`src/rtl/wisard_inbuf_fifo.sv`:
```
// First-word-fall-through input buffer for the WiSARD discriminator datapath.
// Carries N_CHANNELS RAM-node addresses plus sop per word; sticky overflow on dropped pushes.
module wisard_inbuf_fifo #(
  parameter int ADDRESS_WIDTH = 5,
  parameter int N_CHANNELS    = 4,
  parameter int DEPTH         = 4,
  parameter int CNT_WIDTH     = $clog2(DEPTH + 1)
) (
  input  logic                                clk,
  input  logic                                rst_n,
  input  logic                                sop,
  input  logic                                sink_valid,
  input  logic [N_CHANNELS*ADDRESS_WIDTH-1:0] addr,
  output logic                                sink_ready,
  output logic                                sop_buf,
  output logic                                src_valid,
  output logic [N_CHANNELS*ADDRESS_WIDTH-1:0] addr_buf,
  input  logic                                src_ready,
  input  logic                                flush,
  input  logic                                ovf_clr,
  output logic                                overflow,
  output logic [CNT_WIDTH-1:0]                count
);

  localparam int WORD_W = N_CHANNELS * ADDRESS_WIDTH;
  localparam int PTR_W  = $clog2(DEPTH);
  localparam logic [CNT_WIDTH-1:0] FULL_CNT = CNT_WIDTH'(DEPTH);

  logic [WORD_W-1:0] addr_mem [DEPTH];
  logic [DEPTH-1:0]  sop_mem;
  logic [PTR_W-1:0]  wr_ptr;
  logic [PTR_W-1:0]  rd_ptr;
  logic              full;
  logic              pop;
  logic              push;
  logic              drop;

  assign full       = (count == FULL_CNT);
  assign src_valid  = (count != '0);
  assign sink_ready = (count < FULL_CNT);
  assign pop        = src_valid & src_ready;
  // Full with a simultaneous pop frees the slot being written, so the push is legal.
  assign push       = sink_valid & (~full | pop);
  assign drop       = sink_valid & full & ~pop & ~flush;

  always_ff @(posedge clk or negedge rst_n) begin
    if (!rst_n) begin
      for (int i = 0; i < DEPTH; i++) begin
        addr_mem[i] <= '0;
      end
      sop_mem <= '0;
    end else if (push && !flush) begin
      addr_mem[wr_ptr] <= addr;
      sop_mem[wr_ptr]  <= sop;
    end
  end

  always_ff @(posedge clk or negedge rst_n) begin
    if (!rst_n) begin
      wr_ptr <= '0;
      rd_ptr <= '0;
      count  <= '0;
    end else if (flush) begin
      wr_ptr <= '0;
      rd_ptr <= '0;
      count  <= '0;
    end else begin
      if (push) wr_ptr <= wr_ptr + PTR_W'(1);
      if (pop)  rd_ptr <= rd_ptr + PTR_W'(1);
      case ({push, pop})
        2'b10:   count <= count + CNT_WIDTH'(1);
        2'b01:   count <= count - CNT_WIDTH'(1);
        default: count <= count;
      endcase
    end
  end

  // A new drop outranks a clear in the same cycle so no lost word goes unreported.
  always_ff @(posedge clk or negedge rst_n) begin
    if (!rst_n) begin
      overflow <= 1'b0;
    end else if (drop) begin
      overflow <= 1'b1;
    end else if (ovf_clr) begin
      overflow <= 1'b0;
    end
  end

  assign sop_buf  = src_valid & sop_mem[rd_ptr];
  assign addr_buf = src_valid ? addr_mem[rd_ptr] : '0;

endmodule
```
`config.mk`:
```
export PLATFORM = sky130hd
export DESIGN_NAME = wisard_inbuf_fifo
export DESIGN_NICKNAME = d
export VERILOG_FILES = /design/src/rtl/wisard_inbuf_fifo.sv
export SDC_FILE = /design/constraint.sdc
export NUM_CORES = 1
export LEC_CHECK = 0
export BUFFER_PORTS_ARGS = -buffer_cell sky130_fd_sc_hd__buf_2
export CELL_PAD_IN_SITES_DETAIL_PLACEMENT = 0
export CELL_PAD_IN_SITES_GLOBAL_PLACEMENT = 1
export CORE_MARGIN = 10
export CORE_UTILIZATION = 30
export DETAILED_ROUTE_END_ITERATION = 8
export PLACE_DENSITY_LB_ADDON = 0.05
export SLEW_MARGIN = 40
export SYNTH_ARGS = -nofsm -noshare
export SYNTH_HDL_FRONTEND = slang
export SYNTH_SLANG_ARGS = --single-unit
```
`constraint.sdc`:
```
create_clock -name clk -period 4.7 [get_ports clk]
set_clock_uncertainty 0.15 [all_clocks]
set_input_delay 0.705 -clock clk [delete_from_list [all_inputs] [get_ports clk]]
set_output_delay 0.705 -clock clk [all_outputs]
set_load 0.02 [all_outputs]
```
# Word level (Yosys, flattened, before mapping)
# Index checks and enable logic that the tools add are counted.
# op_classes
add_sub_neg	4
magnitude_cmp	7
n_eq_ne	3
n_mux	20
bitwise	12
n_reduce_logical	9
# ops
operator	n
$bwmux 80	1
$mux 20	4
$bmux 20 s2	1
$demux 20 s2	1
$mux 2	4
$and 1x1->1	6
$ge 3x3->1 const B	2
$lt 2x3->1 const B	2
$not 2->3	2
$pmux 3 s2	1
$reduce_bool 2->1	3
$reduce_bool 3->1	2
$add 2x1->2 const B	2
$bwmux 4	1
$mux 1	4
$add 3x1->3 const B	1
$eq 3x3->1 const B	1
$logic_and 1x1->1	3
$lt 3x1->1 const B	1
$lt 3x3->1 const B	1
$mux 3	1
$not 1->1	3
$sub 3x1->3 const B	1
$bmux 1 s2	1
6 further kinds	6
# totals
register_bits	92
input_bits	27
output_inout_bits	27
word_cells	64

# Longest topological paths before layout
# Gate-level depths: netlist of the first run.
# depth
depth_word	7
mapped_depth	7
mapped_depth_nobuf	6

# Worst setup path before layout of the first run
# OpenSTA, ideal clock, no wires.
# synth_path
path_kind	input port to flip-flop
startpoint	input port sink_valid
endpoint	register count[2]
setup_ps	82
arrival_time_ps	2369
required_time_ps	4468
slack_ps	2099
path_stages	6
n_path_buf	1
cell_sequence	clkbuf_1 nor2_1 fa_1 or3b_2 or3_1 a31oi_1
# synth_between
elab_chain_cells	4
elab_cells_between_ends	6
classes_between	2 x eq/ne; 2 x mux; 1 x bitwise; 1 x reduce/logical
# synth_lines
item	line_no	source
from (decl)	12	input logic sink_valid,
$and 1x1->1 *	43	assign push = sink_valid & (~full | pop);
$eq 2x1->1 / $eq 2x2->1 (equally long branches)	70	case ({push, pop})
$pmux 3 s2	70	
$mux 3	63	end else if (flush) begin
to (signal assigned)	71	2'b10: count <= count + CNT_WIDTH'(1);
to (signal assigned)	72	2'b01: count <= count - CNT_WIDTH'(1);
to (signal assigned)	73	default: count <= count;
to (decl)	22	output logic [CNT_WIDTH-1:0] count
# Mark *: on every way between the ends. The rest lies on a longest branch, timed or not.
# A chain may end at the register's enable or synchronous reset.

# Worst setup path after layout of the first run
# layout_path
startpoint	register count[0]
endpoint	output port addr_buf[3]
# layout_between
elab_chain_cells	2
# layout_lines
item	line_no	source
$reduce_bool 3->1	39	assign src_valid = (count != '0);
$mux 20	90	assign addr_buf = src_valid ? addr_mem[rd_ptr] : '0;
to (decl)	17	output logic [N_CHANNELS*ADDRESS_WIDTH-1:0] addr_buf,
# Every way passes these cells.

==> results of run 1 <==
-- synthesized netlist by cell type, drive strengths merged --
cell type and n:
buf 17, a31oi 1, xnor2 1, nor4b 1
inv 7, o21bai 1, nor3 1, nor2b 21
nor2 5, or4b 1, xor2 3, ha 4
o31ai 1, nand3 8, o21ai 4, dfrtp 92
or2 1, fa 1, mux4 21, o311ai 1
o211ai 1, or3b 1, or3 1, o2111ai 2
a21oi 4, clkbuf 5, and2b 1, nand2 3
mux2 84
-- routing by layer --
| metal | up-vias | global-route usage, % | share of wire, % |
|---|---|---|---|
| li1 | 1144 | - | - |
| met1 | 1322 | 14.2 | 48 |
| met2 | 45 | 16.1 | 47 |
| met3 | 7 | 3.55 | 3.7 |
| met4 | 0 | 2.70 | 0.99 |
| met5 | - | 0 | 0 |
-- logic make-up after synthesis --
| group | Yosys count | synth area share (%) |
|---|---|---|
| multiplexers | 105 | 35.9 |
| flip-flops | 92 | 48.0 |
| AND/OR/NAND/NOR | 44 | 6.45 |
| buffers and inverters | 29 | 5.51 |
| AO/OA/AOI/OAI | 15 | 1.98 |
| adder cells (fa/ha/maj) | 5 | 1.46 |
| XOR/XNOR | 4 | 0.731 |
-- cell type report --
| type | count | area, um2 | area share (%) |
|---|---|---|---|
| inverters | 7 | 26.3 | 0.483 |
| multi-input cells | 173 | 2240 | 41.2 |
| repair buffers | 56 | 294 | 5.40 |
| well taps | 216 | 270 | 4.97 |
| flip-flops and latches | 92 | 2310 | 42.4 |
| clock buffers | 11 | 253 | 4.65 |
| clock inverters | 5 | 50.0 | 0.920 |
-- final timing paths --
path | slack (ns) | end | depth (start not counted)
setup / recovery | 1.78 | addr_buf[3] | 4
hold / removal | 0.21 | addr_mem[77] | 1
setup reg to reg | 2.06 | count[2] | 6
hold reg to reg | 0.35 | addr_mem[0] | 1
max in group asynchronous | 3.34 | addr_mem[7] | 2
min in group clk | 0.35 | addr_mem[0] | 1
-- worst max-delay path, cell delays in order, from the launching register on --
cell and delay (ns):
dfrtp_1 0.55, nor3_4 0.61, buf_4 0.32, nor2b_1 0.08, buf_2 0.16
-- flip-flops by register name (all words and copies together), names as in the netlist --
register  cells
addr_mem     80
overflow      1
wr_ptr        2
count         3
sop_mem       4
rd_ptr        2
-- layout by cell type, fill, tap and decap left out, types with 4 or more instances in the layout --
cell type / n
nor2b_1: 21
nor2_1: 5
nand3_4: 4
ha_1: 4
buf_2: 52
clkinv_2: 4
nand3_1: 4
a21oi_1: 4
clkbuf_16: 9
mux2_4: 80
mux2_2: 4
o21ai_0: 4
inv_1: 7
mux4_2: 21
dfrtp_1: 90
-- power breakdown --
group | total, mW | internal [mW] | switching [mW]
Sequential | 1.16 | 0.999 | 0.158
Clock | 0.753 | 0.438 | 0.315
Combinational | 0.762 | 0.477 | 0.285
Total | 2.67 | 1.91 | 0.758
==> impl_results.md, run 1 <==
* Outcome: finished, final reports clean
* Routed wire length at ~11000 um
* Detailed-route via count at about 2500
* Clock Tree Buf Depth at 2
* Root buf cell: clkbuf_16
* Post-CTS setup buffers at 0
* Synthesis warning total at 0
* Share of the yosys chip area belonging to registers at between 40% and 50%
* Final Cell Area at 0.00544 mm2
* TritonRoute pass-1 iters at 4
* PD cells at approximately 490 mW/mm2
* Synth cell types at 35
* FMAX at between 0.3 and 0.4 GHz
* Sink Count at 92
* Initial antenna violation count at 0
* Routed Antenna Nets at 0
* Setup WS post-layout at around 1.8 ns
* Final setup fails at 0
* Number of global-route vias before repair at ~2900
* Share of the synthesized area in the top cell type at 48.0%
* Synth area leader: dfrtp_1
* RSZ-0062 raised after global routing: false
* Crit start category: flop
* Fin Hold WS at 0.207 ns
* Total grt overflow at 0
* CTS clock-pin slew for the worst setup and hold paths at about 0.070 ns
* Worst setup EP type: output pin
* Row Count at 46
* Placed Area at 0.00513 mm2
* DPL Wire Length at approximately 6700 um
* Final Non-Filler Cells at 560
* Fillers at ~1600
* Worst EP required at 3.85 ns
* Max-slew violations at 0
* Average wire per standard cell at roughly 19 um
* IO Port Bufs at 53
* Slew margin rel. at 57.1%
* DRT iter0 DRCs at 82
* TritonCTS clock tree: yes
* Residual DRC at 0
* Die Wd at roughly 150 um
* Final hold vios at 0
* Hold Buf Count CTS at 0
* Max VDD drop at about 0.19 mV
* Post-Place Cells at around 540
* Global-route wire length before repair at between 15000 and 20000 um
* Syn Nets at between 300 and 400
* Synth Cell Area at ~0.0048 mm2
* GRT Total Usage at 10.6%
* TNS Setup at 0 ns
* Syn avg cell area at 16.3 um2
* Hold crit path type: in -> async
* Share of cells above drive strength 1 at 54.7%
* Crit-path max FO at 12
* I/O pin count at 54
* Crit path from: count[0]
* Final worst-path cycle share at between 60 and 70%
* Cell count after synthesis at roughly 290
* Post-Route Utilization at 34.5%
* Clock buffer count from CTS at 9
* Die height at 146 um
* Post_cts resized at 0
* WS Path Type: reg -> out
* Slew of the pin with the lowest slew margin at 0.643 ns
* CTS HTree Levels at 3
* Worst EP arrival at approximately 2.1 ns
* Routed via count divided by cell count at approximately 4.5
* Core area at 0.0158 mm2
* Synth-to-Final Area Change at 13.5%
* Largest net degree at the start of global routing at 67
* Synth Register Bits at 92
* Layout Nets at 371
* Final Wtd Congestion at 0.663
* Initial Util at between 30 and 40%
* Pleak at around 2.6 nW
* Max cap viols at 0
* Final min period at between 2 and 3 ns
* Die area at 0.0214 mm2
* Number of diodes at 0
* Overall power at approximately 2.7 mW
* Worst r2r src: count[0]
* Worst slack, placed at about 2.0 ns
* Worst-skew pair later-pin latency at 0.35 ns
* Synth area leaders: dfrtp_1 48%, mux2_4 25%, mux4_2 9.9%, buf_12 3.3%, nor2b_1 2.7%
Power figures use the tool's default switching activity.
==> run 2: changes to the inputs <==
- clock period: 4.7 -> 3 ns (I/O delays scaled with it)
==> run 2 against run 1 <==
The run now ends with hold timing left. Final area is 1.2% higher. Largest power group unchanged. Final cell count rose by 0.89%. Sequential power up 51%. Register-to-register slack got worse by 1.6 ns. First-iteration DRC count stayed put. Clock power rose by 73%. Highest routed layer unchanged. Global-route usage is 0.26 points higher. Worst hold slack worse by 0.22 ns. Largest cell class unchanged. Flip-flop and latch count unchanged.
==> impl_results.md, run 2 (synthesized netlist as in run 1, its figures left out) <==
* Row Count at 46 (unchanged)
* CP Cell Sequence: o31ai_1 > nor2_1 > fa_1 > or3b_2 > or3_1 > a31oi_1
* TritonRoute pass-1 iters at 4 (unchanged)
* Final hold vios at 22 (+22)
* Area of the multi-input gates at 0.00223 mm2 (-0.28%)
* Max incr delay on CP at 0.51 ns (-0.10 ns)
* Total grt overflow at 0 (unchanged)
* Max VDD drop at 0.311 mV (+64%)
* RSZ-0062 raised after global routing: false
* Final Non-Filler Cells at 565 (+0.89%)
* Final Wtd Congestion at 0.683 (+2.9%)
* Failing checks: hold timing
* CTS clock-pin slew for the worst setup and hold paths at 0.07 ns (about the same)
* Root buf cell: clkbuf_16
* Post-CTS setup buffers at 0 (unchanged)
* Max cap viols at 0 (unchanged)
* Global-route wire length before repair at 18000 um (+2.0%)
* GRT Total Usage at 10.9% (+0.26 points)
* Crit-path max FO at 11 (-1)
* I/O pin count at 54 (unchanged)
* Hold crit path type: in -> async
* FMAX at between 0.3 and 0.4 GHz
* Final worst-path cycle share at between 80 and 90%
* IO Port Bufs at 53 (unchanged)
* Number of diodes at 0 (unchanged)
* Setup slack, reg-to-reg at 0.43 ns (-1.63 ns)
* Initial antenna violation count at 0 (unchanged)
* Layout Nets at 376 (+1.3%)
* Largest Register: addr_mem
* Number of flip-flops in the largest register at 80 (unchanged)
* Max-slew violations at 0 (unchanged)
* Commonest cells after routing, fill and taps aside: 91 x dfrtp_1, 80 x mux2_4, 52 x buf_2
* Slew margin rel. at 54.2% (-3.0 points)
* Largest net degree at the start of global routing at 50 (-25%)
* Hold Buf Count CTS at 0 (unchanged)
* Core area at 0.0158 mm2 (unchanged)
* Crit start category: flop
* Outcome: finished, violations left
* Slew of the pin with the lowest slew margin at 0.678 ns (+0.0353 ns)
* Number of global-route vias before repair at 3029 (+5.9%)
* Post_cts resized at 0 (unchanged)
* Worst slack, placed at 0.410 ns (-1.55 ns)
* Crit path max-delay cell type: dfrtp_1
* Average wire per standard cell at 19.1 um (+0.32%)
* Die height at 146 um (unchanged)
* Die area at 0.0214 mm2 (unchanged)
* CTS HTree Levels at 3 (unchanged)
* DPL Wire Length at 6660 um (-1.1%)
* Fillers at 1569 (+0.26%)
* Worst EP required at 3.12 ns (-0.73 ns)
* PD cells at 785 mW/mm2 (+60%)
* Sequential cell area at 0.00230 mm2 (-0.16%)
* TNS Setup at 0 ns (unchanged)
* TritonCTS clock tree: yes
* Die Wd at 146 um (unchanged)
* Commonest non-fill, non-tap cell in the layout: dfrtp_1
* Routed Antenna Nets at 0 (unchanged)
* Residual DRC at 0 (unchanged)
* Final min period at between 2 and 3 ns
* Share of cells above drive strength 1 at 54.4% (-0.21 points)
* Synth-to-Final Area Change at 14.8%
* Pleak at 2.67 nW (+1.3%)
* Worst EP arrival at 2.69 ns (+0.62 ns)
* Setup WS post-layout at 0.432 ns (-1.34 ns)
* Final setup fails at 0 (unchanged)
* Initial Util at 30.4% (unchanged)
* Clock Tree Buf Depth at 2 (unchanged)
* Detailed-route via count at 2560 (+1.7%)
* DRT iter0 DRCs at 82 (unchanged)
* Routed via count divided by cell count at 4.53 (+0.77%)
* Sink Count at 92 (unchanged)
* Fin Hold WS at -0.0163 ns (-0.224 ns)
* Clock buffer count from CTS at 9 (unchanged)
* Post-Place Cells at 549 (+0.92%)
* Worst-skew pair later-pin latency at 0.35 ns (about the same)
* Routed wire length at 10800 um (+1.2%)
* Worst setup EP type: flop
* WS Path Type: reg -> reg
* Largest registers: addr_mem (80), sop_mem (4), count (3)
run 2: final timing paths:
kind,start,to,cells after the start
max in group asynchronous,rst_n,addr_mem[74],2
setup / recovery,count[1],count[2],6
hold / removal,rst_n,addr_mem[11],1
setup reg to reg,count[1],count[2],6
min in group clk,ovf_clr,overflow,2
hold reg to reg,addr_mem[30],addr_mem[30],1
run 2: final cells by class:
cell class	count	share of cell area, %
flip-flops and latches	92	41.8
multi-input cells	173	40.6
repair buffers	61	6.18
well taps	216	4.91
clock buffers	11	4.23
clock inverters	5	1.82
inverters	7	0.477
run 2: worst max-delay path: cells and delay by family (launching register included):
family,cells,cell delay (ns)
flops,1,0.51
compound gates,2,0.56
fa+ha+maj,1,0.39
simple gates,3,0.88
run 2: power breakdown:
| group | switching (mW) | leakage (nW) | internal, mW | total [mW] |
|---|---|---|---|---|
| sequential | 0.184 | 1.16 | 1.56 | 1.75 |
| clock | 0.492 | 0.163 | 0.813 | 1.30 |
| combinational | 0.510 | 1.35 | 0.761 | 1.27 |
run 2: per-layer routing:
metal	up-vias	global-route usage, %	part of all wire [%]
met4	0	2.85	0.97
met5	-	0	0
met1	1356	13.7	46
li1	1159	-	-
met2	38	17.5	50
met3	7	3.52	3.2
run 2: metrics by stage:
stage | utilization, % | cell area, um2 | total power [mW]
3_3_place_gp | 32.8 | 5170 | 3.05
5_1_grt | 34.9 | 5510 | 4.59
2_1_floorplan | - | 4790 | 2.72
3_5_place_dp | 32.8 | 5170 | 3.06
4_1_cts | 34.9 | 5510 | 4.41
6_report | 34.9 | 5510 | 4.32
==> run 3: changes to the inputs <==
- HOLD_SLACK_MARGIN: unset -> 0.12
==> run 3 against run 2 <==
Flip-flop and latch count unchanged. The flow now finishes without violations. First-iteration DRC count did not move. Final area up 0.18%. Die area unchanged. Core utilization grew 0.063 points. Maximum frequency is essentially flat. Non-clock buffer count rose by 1. Largest power group unchanged. Routed wire length increased by 0.17%. Sequential power about the same. Highest routed layer unchanged. Count of clock-buffer cells in the layout unchanged. Register-to-register slack hardly changed.
==> impl_results.md, run 3 (synthesized netlist as in run 1, its figures left out) <==
* Routed via count divided by cell count at 4.53 (about the same)
* DRT iter0 DRCs at 82 (unchanged)
* Placed Area at 0.00517 mm2 (unchanged)
* Initial antenna violation count at 0 (unchanged)
* Core area at 0.0158 mm2 (unchanged)
* FMAX at 0.389 GHz (about the same)
* Max cap viols at 0 (unchanged)
* Die Wd at 146 um (unchanged)
* Combinational share of power at 29.4% (about the same)
* Hold Buf Count CTS at 1 (+1)
* Clock buffer count from CTS at 9 (unchanged)
* CTS clock-pin slew for the worst setup and hold paths at 0.07 ns (about the same)
* Global-route wire length before repair at 18000 um (about the same)
* Largest registers: addr_mem (80), sop_mem (4), count (3)
* IO Port Bufs at 53 (unchanged)
* Final min period at 2.57 ns (-0.00000600 ns)
* Worst setup EP type: flop
* Clock Tree Buf Depth at 2 (unchanged)
* Pleak at 2.67 nW (+0.16%)
* WS Path Type: reg -> reg
* Max VDD drop at 0.310 mV (about the same)
* Post-CTS setup buffers at 0 (unchanged)
* TritonRoute pass-1 iters at 4 (unchanged)
* CTS HTree Levels at 3 (unchanged)
* Net Sw Frac at 27.4% (about the same)
* Number of global-route vias before repair at 3032 (+0.099%)
* Number of flip-flops in the largest register at 80 (unchanged)
* Final hold vios at 0 (-100%)
* Average wire per standard cell at 19.1 um (about the same)
* Hold Crit Start: ovf_clr
* Setup WS post-layout at 0.432 ns (+0.00000600 ns)
* Worst slack, placed at 0.410 ns (unchanged)
* P_int at 3.14 mW (about the same)
* Worst-skew pair later-pin latency at 0.35 ns (about the same)
* Die height at 146 um (unchanged)
* Net switching power at 1.19 mW (about the same)
* Layout Nets at 377 (+0.27%)
* Hold crit path type: in -> reg
* Crit start category: flop
* PD cells at 784 mW/mm2 (-0.15%)
* DPL Wire Length at 6660 um (unchanged)
* Number of diodes at 0 (unchanged)
* Sink Count at 92 (unchanged)
* Worst EP arrival at 2.69 ns (about the same)
* Routed Antenna Nets at 0 (unchanged)
* Slew of the pin with the lowest slew margin at 0.680 ns (+0.00202 ns)
* Slew margin rel. at 54.0% (-0.14 points)
* Share of cells above drive strength 1 at 54.3% (-0.16 points)
* Final worst-path cycle share at 85.6% (about the same)
* Synth-to-Final Area Change at 15.1%
* Seq pwr share at 40.4% (about the same)
* Overall power at 4.33 mW (about the same)
* Max-slew violations at 0 (unchanged)
* Area of the multi-input gates at 0.00223 mm2 (unchanged)
* RSZ-0062 raised after global routing: false
* Largest net degree at the start of global routing at 50 (unchanged)
* Root buf cell: clkbuf_16
* Outcome: finished, final reports clean
* TNS Setup at 0 ns (unchanged)
* Final setup fails at 0 (unchanged)
* Worst r2r src: count[1]
* Worst EP required at 3.12 ns (about the same)
* I/O pin count at 54 (unchanged)
* Row Count at 46 (unchanged)
* Die area at 0.0214 mm2 (unchanged)
* Residual DRC at 0 (unchanged)
* Commonest non-fill, non-tap cell in the layout: dfrtp_1
* Crit path from: count[1]
* Post-Route Utilization at 35.0% (+0.063 points)
* Crit-path max FO at 11 (unchanged)
* Total grt overflow at 0 (unchanged)
* Final Cell Area at 0.00552 mm2 (+0.18%)
* Fillers at 1568 (-0.064%)
* Post_cts resized at 0 (unchanged)
* Detailed-route via count at 2562 (+0.078%)
* Largest Register: addr_mem
* Final Wtd Congestion at 0.683 (unchanged)
* Commonest cells after routing, fill and taps aside: 91 x dfrtp_1, 80 x mux2_4, 52 x buf_2
* Routed wire length at 10800 um (+0.17%)
* TritonCTS clock tree: yes
* GRT Total Usage at 10.9% (unchanged)
* Sequential cell area at 0.00230 mm2 (unchanged)
* Initial Util at 30.4% (unchanged)
* Clock power share at 30.2% (about the same)
==> run 3: changes by cell type in the layout (fill, tap and decap cells not counted) <==
cell           previous run  this run
dlygate4sd3_1             0         1
==> run 3: cell type report <==
type	count	area share [%]
multi-input cells	173	40.5
flip-flops and latches	92	41.8
inverters	7	0.476
repair buffers	62	6.35
clock inverters	5	1.81
clock buffers	11	4.22
well taps	216	4.90
==> run 3: final timing paths <==
path                           endpoint  cells after the start  slack [ns]
setup / recovery               count[2]                      6        0.43
hold / removal                 overflow                      2        0.14
setup reg to reg               count[2]                      6        0.43
hold reg to reg            addr_mem[30]                      1        0.35
max in group asynchronous  addr_mem[74]                      3        1.39
min in group asynchronous  addr_mem[11]                      2        0.53
==> run 3: power groups by stage <==
stage	registers [mW]	clock network (mW)	logic (mW)
2_1_floorplan	1.71	0	1.01
3_3_place_gp	1.77	0	1.29
3_5_place_dp	1.76	0	1.30
4_1_cts	1.75	1.36	1.31
5_1_grt	1.80	1.41	1.38
6_report	1.75	1.30	1.27
==> run 3: metrics by stage <==
stage	std cells	hold slack, ns
floorplan	294	0.00441
global placement	549	0.334
detailed placement	549	0.339
CTS	566	0.122
global route	566	0.125
finish	566	0.142
==> run 3: critical path, stage by stage (launching register included) <==
cell,delay [ns]
dfrtp_1,0.51
o31ai_1,0.40
nor2_1,0.09
fa_1,0.39
or3b_2,0.48
or3_1,0.31
a31oi_1,0.16
==> run 3: metal layers <==
metal | share of wire [%] | global-route usage [%] | up-vias | wire (um)
li1 | - | - | 1161 | -
met5 | 0 | 0 | - | 0
met1 | 46 | 13.7 | 1356 | 4950
met3 | 3.3 | 3.55 | 7 | 356
met4 | 0.97 | 2.85 | 0 | 105
met2 | 50 | 17.5 | 38 | 5410
